<file path="src/rtl/mem_port_ctrl.sv">
// rtl/mem_port_ctrl.sv - memory-side responder: word/sub-word loads and stores against a word-wide sync RAM
module mem_port_ctrl #(
  parameter int ADDR_W = 32,
  parameter int RD_LAT = 1
) (
  input  logic              clk,
  input  logic              reset,
  input  logic              req,
  input  logic              we,
  input  logic [1:0]        size,
  input  logic              ld_unsigned,
  input  logic [ADDR_W-1:0] addr,
  input  logic [31:0]       wdata,
  output logic              busy,
  output logic              ready,
  output logic              misalign,
  output logic [31:0]       rdata,
  output logic [ADDR_W-1:0] mem_addr,
  output logic              mem_wr,
  output logic [31:0]       mem_wdata,
  input  logic [31:0]       mem_rdata
);

  typedef enum logic [2:0] {S_IDLE, S_ERR, S_WR, S_RD_WAIT, S_MERGE, S_DONE} state_t;

  localparam logic [1:0] LAT = 2'(RD_LAT);

  state_t              state_q, state_d;
  logic [1:0]          lane_q, lane_d;
  logic [1:0]          size_q, size_d;
  logic                we_q, we_d;
  logic                uns_q, uns_d;
  logic [15:0]         wdata_q, wdata_d;
  logic [1:0]          cnt_q, cnt_d;
  logic                busy_q, busy_d;
  logic                ready_q, ready_d;
  logic                misalign_q, misalign_d;
  logic [31:0]         rdata_q, rdata_d;
  logic [ADDR_W-1:0]   mem_addr_q, mem_addr_d;
  logic                mem_wr_q, mem_wr_d;
  logic [31:0]         mem_wdata_q, mem_wdata_d;

  logic                mis;
  logic [7:0]          byte_sel;
  logic [15:0]         half_sel;
  logic [31:0]         load_val;
  logic [31:0]         merged;

  // Lane extraction and merge operate directly on the RAM word as it is captured.
  always_comb begin
    byte_sel = mem_rdata[{lane_q, 3'b000} +: 8];
    half_sel = lane_q[1] ? mem_rdata[31:16] : mem_rdata[15:0];
    load_val = mem_rdata;
    if (size_q == 2'b01) begin
      load_val = {{16{~uns_q & half_sel[15]}}, half_sel};
    end else if (size_q == 2'b10) begin
      load_val = {{24{~uns_q & byte_sel[7]}}, byte_sel};
    end
    merged = mem_rdata;
    if (size_q == 2'b01) begin
      merged[{lane_q[1], 4'b0000} +: 16] = wdata_q;
    end else begin
      merged[{lane_q, 3'b000} +: 8] = wdata_q[7:0];
    end
  end

  always_comb begin
    state_d     = state_q;
    lane_d      = lane_q;
    size_d      = size_q;
    we_d        = we_q;
    uns_d       = uns_q;
    wdata_d     = wdata_q;
    cnt_d       = cnt_q;
    rdata_d     = rdata_q;
    mem_addr_d  = mem_addr_q;
    mem_wdata_d = mem_wdata_q;
    ready_d     = 1'b0;
    misalign_d  = 1'b0;
    mem_wr_d    = 1'b0;
    mis = (size == 2'b11) || (size == 2'b01 && addr[0]) || (size == 2'b00 && addr[1:0] != 2'b00);
    case (state_q)
      S_IDLE: begin
        if (req) begin
          lane_d     = addr[1:0];
          size_d     = size;
          we_d       = we;
          uns_d      = ld_unsigned;
          wdata_d    = wdata[15:0];
          cnt_d      = 2'd0;
          mem_addr_d = {addr[ADDR_W-1:2], 2'b00};
          if (mis) begin
            state_d    = S_ERR;
            ready_d    = 1'b1;
            misalign_d = 1'b1;
          end else if (we && size == 2'b00) begin
            state_d     = S_WR;
            mem_wr_d    = 1'b1;
            mem_wdata_d = wdata;
          end else begin
            state_d = S_RD_WAIT;
          end
        end
      end
      S_ERR: state_d = S_IDLE;
      S_WR: begin
        state_d = S_DONE;
        ready_d = 1'b1;
      end
      S_RD_WAIT: begin
        if (cnt_q == LAT) begin
          if (we_q) begin
            state_d     = S_MERGE;
            mem_wr_d    = 1'b1;
            mem_wdata_d = merged;
          end else begin
            state_d = S_DONE;
            ready_d = 1'b1;
            rdata_d = load_val;
          end
        end else begin
          cnt_d = cnt_q + 2'd1;
        end
      end
      S_MERGE: begin
        state_d = S_DONE;
        ready_d = 1'b1;
      end
      S_DONE:  state_d = S_IDLE;
      default: state_d = S_IDLE;
    endcase
    busy_d = (state_d != S_IDLE);
  end

  // Asynchronous clear drops mem_wr mid-access so no partial write lands.
  always_ff @(posedge clk or negedge reset) begin
    if (!reset) begin
      state_q     <= S_IDLE;
      lane_q      <= '0;
      size_q      <= '0;
      we_q        <= 1'b0;
      uns_q       <= 1'b0;
      wdata_q     <= '0;
      cnt_q       <= '0;
      busy_q      <= 1'b0;
      ready_q     <= 1'b0;
      misalign_q  <= 1'b0;
      rdata_q     <= '0;
      mem_addr_q  <= '0;
      mem_wr_q    <= 1'b0;
      mem_wdata_q <= '0;
    end else begin
      state_q     <= state_d;
      lane_q      <= lane_d;
      size_q      <= size_d;
      we_q        <= we_d;
      uns_q       <= uns_d;
      wdata_q     <= wdata_d;
      cnt_q       <= cnt_d;
      busy_q      <= busy_d;
      ready_q     <= ready_d;
      misalign_q  <= misalign_d;
      rdata_q     <= rdata_d;
      mem_addr_q  <= mem_addr_d;
      mem_wr_q    <= mem_wr_d;
      mem_wdata_q <= mem_wdata_d;
    end
  end

  assign busy      = busy_q;
  assign ready     = ready_q;
  assign misalign  = misalign_q;
  assign rdata     = rdata_q;
  assign mem_addr  = mem_addr_q;
  assign mem_wr    = mem_wr_q;
  assign mem_wdata = mem_wdata_q;

endmodule

</file>
<file path="config.mk">
export PLATFORM = sky130hd
export DESIGN_NAME = mem_port_ctrl
export DESIGN_NICKNAME = d
export VERILOG_FILES = /design/src/rtl/mem_port_ctrl.sv
export SDC_FILE = /design/constraint.sdc
export NUM_CORES = 1
export LEC_CHECK = 0
export CAP_MARGIN = 20
export CORE_MARGIN = 1
export CORE_UTILIZATION = 51
export DETAILED_ROUTE_END_ITERATION = 10
export PLACE_DENSITY = 0.91
export SLEW_MARGIN = 20
export SYNTH_ARGS = -nofsm -noshare
export SYNTH_HDL_FRONTEND = slang
export SYNTH_SLANG_ARGS = --single-unit
</file>
<file path="constraint.sdc">
create_clock -name clk -period 4.3 [get_ports clk]
set_input_delay 1.29 -clock clk [delete_from_list [all_inputs] [get_ports clk]]
set_output_delay 1.29 -clock clk [all_outputs]
set_load 0.1 [all_outputs]
</file>
Word-level counts from Yosys, hierarchy flattened
Index checks and enable logic that the tools add are counted.

storage, ports and cells
  register bits = 125
  output and inout bits = 100

operators by class
  add/sub/neg operators = 3
  equal/unequal tests = 14
  shift operators = 5
  multiplexer cells = 33
  bitwise operators = 4
  reduce and logical (&&, ||, !) cells = 15

operators with widths
  operator                                                                  number
  32-bit two-way mux                                                        8
  32-bit bitwise mux                                                        2
  32-bit one-hot mux with 2 select lines                                    1
  16-bit by 7-bit variable shift with 32-bit output (first input constant)  1
  8-bit by 7-bit variable shift with 32-bit output (first input constant)   1
  16-bit by 7-bit indexed part select with 32-bit output                    1
  32-bit by 6-bit indexed part select with 8-bit output                     1
  8-bit by 7-bit indexed part select with 32-bit output                     1
  16-bit two-way mux                                                        1
  5-bit negator with 7-bit output                                           2
  1-bit two-way mux                                                         12
  2-bit inequality test (second input constant)                             6
  3-bit one-hot mux with 3 select lines                                     1
  2-bit by 1-bit equality test with 1-bit output (second input constant)    3
  3-bit by 2-bit equality test with 1-bit output (second input constant)    2
  2-bit two-way mux                                                         3
  3-bit two-way mux                                                         2
  3-bit AND reduction                                                       2
  6-bit AND reduction                                                       1
  2-bit equality test (second input constant)                               2
  2-bit one-hot mux with 2 select lines                                     1
  2-bit nonzero test                                                        2
  3-bit equality test (second input constant)                               1
  1-bit logical AND                                                         3
  11 further kinds                                                          14

Depth between registers and ports, before layout
Gate-level depths: netlist of the first run.

  depth after elaboration = 8
  mapped depth = 9
  depth with buffers taken out = 6

Worst setup path after synthesis of the first run
No wires, ideal clock.

  path kind = input-to-reg
  from = in size[0]
  to = reg mem_wdata_q[10], in the netlist mem_wdata[10]
  arrival time = 2,693 ps
  required time = 4,226 ps
  slack = 1,533 ps
  stages on the path = 6
  path buffers = 2
  cells stage by stage = or4b_2 -> o32ai_4 -> buf_6 -> buf_6 -> nor2_1 -> a21oi_2

between the ends
  longest elaborated chain between the ends = 6
  elaborated cells on any way between the ends = 11

ends and longest elaborated chain
  element                                         RTL line  RTL
  start: declaration                              10        input logic [1:0] size,
  2-bit by 1-bit equality test with 1-bit output  81        mis = (size == 2'b11) || (size == 2'b01 && addr[0]) || (size == 2'b00 && addr[1:0] != 2'b00);
  1-bit logical AND                               81
  1-bit logical OR (2 in a row)                   81
  2-bit inequality test (no source line)          n/a
  6-bit AND reduction (no source line) *          n/a
  end signal: assignment                          166       mem_wdata_q <= mem_wdata_d;
  end: declaration                                41        logic [31:0] mem_wdata_q, mem_wdata_d;

Mark *: on every way between the ends. The rest lies on a longest branch, timed or not.
A chain may end at the register's enable or synchronous reset.

Worst setup path in the final report of the first run
  from = reg mem_wdata_q[27], in the netlist mem_wdata[27]
  to = out mem_wdata[27]

RTL lines
  element           RTL line  RTL
  end: declaration  20        output logic [31:0] mem_wdata,

No word-level cell between the ends.

==> results of run 1 <==
[logic make-up (layout without fill, tap and decap cells)]
family	count (synthesis)	in the layout
flip-flops	125	125
adder cells (fa/ha/maj)	6	6
other	1	2
AND/OR/NAND/NOR	310	310
multiplexers	40	40
AO/OA/AOI/OAI	182	182
buffers and inverters	79	257
XOR/XNOR	1	1
[synthesized netlist by cell type, drive strengths merged, types with 3 or more instances]
master | n | share of area (%)
a2111oi | 8 | 1.0
a21oi | 63 | 5.7
a221o | 24 | 3.6
a221oi | 9 | 1.2
a22oi | 25 | 2.8
a31oi | 6 | 0.56
and3b | 3 | 0.39
buf | 27 | 2.4
clkbuf | 37 | 2.1
dfrtp | 125 | 47
ha | 6 | 1.1
inv | 14 | 0.79
mux2 | 7 | 1.2
mux2i | 32 | 4.8
nand2 | 185 | 10
nand2b | 12 | 1.1
nand3 | 40 | 3.0
nand3b | 3 | 0.34
nor2 | 49 | 2.8
nor2b | 6 | 0.56
o2111ai | 6 | 0.79
o211ai | 3 | 0.34
o21ai | 13 | 0.97
o22ai | 9 | 0.84
o2bb2ai | 7 | 0.92
o31ai | 3 | 0.34
[state kept, by name, summed over array words and instances (netlist names)]
signal	count
mem_wdata	32
rdata	32
mem_addr	30
wdata_q	16
state_q	3
cnt_q	2
lane_q	2
size_q	2
busy	1
mem_wr	1
misalign	1
ready	1
uns_q	1
we_q	1
[stage by stage]
stage	instance area, sq um	hold slack (ps)	setup slack (ps)	utilization [%]
after global routing	9246	480.7	1019	72.68
after CTS	9229	475.3	1053	72.54
final	9246	471.2	1069	72.68
after global placement	8747	457.0	901.6	68.75
after floorplan	6691	453.6	1533	-
after detailed placement	8747	462.6	800.7	68.75
[path summary, 6_finish.rpt]
path / startpoint / end / slack (ps) / cells after the start
max: mem_wdata[27] / mem_wdata[27] / 1070 / 1
min: mem_addr[10] / mem_addr[10] / 470 / 2
max reg2reg: lane_q[0] / mem_wdata[30] / 1450 / 6
min reg2reg: mem_addr[10] / mem_addr[10] / 470 / 2
max in group asynchronous: reset / mem_addr[9] / 2550 / 2
min in group asynchronous: reset / rdata[16] / 910 / 1
[placed cells by master (no fill, tap or decap), types with 7 or more instances in the layout]
master and n:
a22oi_1 25, nand2_1 185, nand2b_1 12, a221o_1 24, nand3_1 40, o21ai_0 13, clkdlybuf4s50_1 199, a2111oi_0 8
mux2_2 7, o22ai_1 9, nor2_1 49, mux2i_1 32, dfrtp_1 124, a21oi_1 46, a221oi_1 9, a21oi_2 17
buf_4 12, clkbuf_16 17, inv_1 14, o2bb2ai_1 7
[layout make-up]
cell class / instances / area (sq um)
Fill cell: 967 / 3476
Multi-Input combinational cell: 541 / 3231
Sequential cell: 125 / 3129
Timing Repair Buffer: 214 / 2133
Clock buffer: 24 / 461.7
Tap cell: 172 / 215.2
Inverter: 15 / 56.30
Clock inverter: 4 / 20.02
[per-layer routing]
metal	global-route usage (%)	vias up	routed length, microns
met5	0	-	0
met2	49.82	419	9630
met4	16.41	0	890
met3	11.11	76	2474
met1	39.61	3055	7905
li1	-	2968	-
==> impl_metrics.tcl, run 1 <==
set metrics [dict create \
    synth.yosys.warnings 0 \
    antenna_cells 0 \
    die_area_sq_um 13570 \
    clock_skew_ps 11.33 \
    synthMuxAreaShare_pct 6.305 \
    synth_compound_area_share_pct 20.19 \
    wl_per_cell_microns 19.09 \
    ant_nets 0 \
    ys_ff_latch 125 \
    path_delay_family "buffers and inverters" \
    netlist_area_sq_um 6688 \
    critPathBufInv 1 \
    critPathLaunchType "flop" \
    drt_iter0_drc 736 \
    avgSynthCellArea_sq_um 8.989 \
    cts_hold_buf 0 \
    drive_gt1_share_pct 7.692 \
    globalRoute.totalOverflow 0 \
    cp_max_fo 2 \
    synth_ff_type "dfrtp_1" \
    rsz0062_at_grt "false" \
    place_inst 1066 \
    dp_hpwl_microns 14610 \
    worst_pin_slew_ps 1018 \
    synthToLayoutAreaGrowth_pct 38.26 \
    routabilityCongestion 0.9025 \
    slew_headroom_pct 31.93 \
    grt_pass1_wl_microns 32530 \
    core_sq_um 12720 \
    cts_tree "yes" \
    numPortBuffers 200 \
    cts_setup_buffers 0 \
    hold_viol_final 0 \
    first_global_vias 6257 \
    cpMaxStageDelayCell "clkdlybuf4s50_1" \
    first_pass_iters 6 \
    slew_viol_final 0 \
    setup_viol 0 \
    clockBufferDepth 2 \
    cp_slowest_stage_delay_ps 1150 \
    netlist_instances 744 \
    synth_edf_count 0 \
    status "completed" \
    synthDistinctLibCells 50 \
    path_class "reg2out" \
    synthAdderAreaFrac_pct 1.123 \
    crit_required_ps 3010 \
    max_freq_ghz 0.3095 \
    setup_tns_ps 0 \
    grt_max_degree 78 \
    num_rows 41 \
    numCtsBuffers 17 \
    nets 1023 \
    start_util_pct 52.57 \
    drc_errors 0 \
    path_cells "clkdlybuf4s50_1" \
    min_path_type "reg2reg" \
    synth_xor_area_share_pct 0.1310 \
    io_pins 203 \
    cp-end-kind "primary output" \
    htree_levels 4 \
    clkLatencyLatePin_ps 420 \
    antenna_found_initial 0 \
    cts.sinks 125 \
    fin_crit_ps 3231 \
    vias_per_cell 5.953 \
    fin_crit_sh_pct 75.13 \
    num_vias 6518 \
    synth_simple_gate_area_share_pct 20.07 \
    die_height_microns 116.5 \
    fin_cells 1095 \
    die_x_microns 116.5 \
    drv_cap 0 \
    cts_root_buf "clkbuf_16" \
    grt.total_usage_pct 32.06 \
    clk_pin_slew_ps 60 \
    crit_arrival_ps 1940 \
    synth_top_family_by_area "compound AO/OA/AOI/OAI gates" \
    yosysSeqAreaShare_pct 46.77 \
    async_flop_share_pct 100.0 \
    finalWirelength_microns 20900 \
    postCtsResizedCells 0 \
]
Power of run 1 is left out: the tool's default activity adds up to more than one toggle a clock period on the data nets, which glitch-free logic cannot reach.
==> run 2: changes to the inputs <==
CORE_UTILIZATION = 48   (was 51)
PLACE_DENSITY = 0.87   (was 0.91)
clock period = 3.1 ns   (was 4.3 ns; I/O delays follow)
==> run 2 against run 1 <==
Net effect: core utilization fell by 3.0 points; critical endpoint is now mem_wdata[16]; first-iteration DRC count fell by 2.9%; design area up 0.95%.
==> impl_metrics.tcl, run 2 (synthesized netlist as in run 1, its figures left out) <==
set metrics [dict create \
    drive_gt1_share_pct 19.85 \
    fin_crit_sh_pct 87.63 \
    cp-startpoint "size[0]" \
    setup_ws_ps 383.3 \
    fin_crit_ps 2717 \
    cp_max_fo 18 \
    setup_viol 0 \
    vias_per_cell 5.887 \
    grt_max_degree 54 \
    cts_hold_buf 0 \
    final_common_cell "nand2_1" \
    drc_errors 0 \
    num_vias 6552 \
    hold_path_depth 2 \
    die_x_microns 120.0 \
    numCtsBuffers 17 \
    first_pass_iters 5 \
    r2r-start "lane_q[1]" \
    final_cell_mix "185 x nand2_1, 124 x dfrtp_1, 114 x buf_4" \
    nets 1033 \
    clock_skew_ps 7.136 \
    routabilityCongestion 0.9333 \
    wl_per_cell_microns 18.91 \
    reg2reg_depth 6 \
    min_from "mem_addr[27]" \
    crit_arrival_ps 3050 \
    core_sq_um 13400 \
    max_freq_ghz 0.3681 \
    clkLatencyLatePin_ps 420 \
    die_area_sq_um 14410 \
    io_pins 203 \
    path_class "in2reg" \
    num_rows 42 \
    htree_levels 4 \
    cp-end-kind "flop" \
    antenna_cells 0 \
    cts_setup_buffers 0 \
    crit_required_ps 3440 \
    drv_cap 0 \
    drt_iter0_drc 715 \
    r2r-end "mem_wdata[26]" \
    start_util_pct 49.91 \
    fillers 1019 \
    clk_pin_slew_ps 60 \
    ant_nets 0 \
    clockBufferDepth 2 \
    first_global_vias 6225 \
    min_path_type "reg2reg" \
    grt_pass1_wl_microns 33020 \
    worst_pin_slew_ps 783.6 \
    dp_hpwl_microns 14830 \
    antenna_found_initial 0 \
    critPathLaunchType "input pin" \
    cts.sinks 125 \
    cts_tree "yes" \
    r2r_slack_ps 590 \
    slew_headroom_pct 47.01 \
    finalWirelength_microns 21050 \
    cts_root_buf "clkbuf_16" \
    status "completed" \
    postCtsResizedCells 0 \
    globalRoute.totalOverflow 0 \
    grt.total_usage_pct 30.11 \
    post-place-ws_ps -7.674 \
    rsz0062_at_grt "false" \
    min_to "mem_addr[27]" \
    synthToLayoutAreaGrowth_pct 39.57 \
    slew_viol_final 0 \
    die_height_microns 120.0 \
    numPortBuffers 200 \
    hold_viol_final 0 \
]
[run 2: through the flow]
stage	TNS [ps]	instances	cell area (sq um)	hold WS [ps]	utilization, %
after floorplan	0	745	6691	453.6	-
after global placement	0	1081	8677	460.6	64.75
after detailed placement	-7.674	1081	8677	465.9	64.75
after CTS	0	1113	9328	479.3	69.61
after global routing	0	1113	9334	498.6	69.65
final	0	1113	9334	472.3	69.65
[run 2: area by class of cell]
cell class                      count  area (sq um)  area share, %
Timing Repair Buffer              224          2047          21.93
Clock buffer                       22         464.2          4.973
Multi-Input combinational cell    541          3231          34.61
Tap cell                          176         220.2          2.359
Inverter                           15         56.30         0.6032
Clock inverter                     10         186.4          1.997
Sequential cell                   125          3129          33.53
[run 2: worst max-delay path, stage by stage]
cell and delay, ps:
clkdlybuf4s50_1 440, or4b_2 740, o32ai_4 470, buf_12 210
o21ai_0 100, o22ai_1 160
[run 2: metal layers]
metal	vias to the layer above	global-route usage, %	routed length, microns
met1	3127	39.08	8359
met4	0	11.41	626
li1	2991	-	-
met2	381	47.52	9919
met5	-	0	0
met3	53	8.603	2146
[run 2: how the worst max path moves through the flow]
stage | cells past startpoint | to | slack (ps)
finish | 6 | mem_wdata[16] | 380
global route | 6 | mem_wdata[23] | 350
CTS | 6 | mem_wdata[30] | 360
detailed placement | 6 | mem_wdata[16] | -8
global placement | 6 | mem_wdata[5] | 70
floorplan | 6 | mem_wdata[10] | 690
Power of run 2 is left out for the same reason.
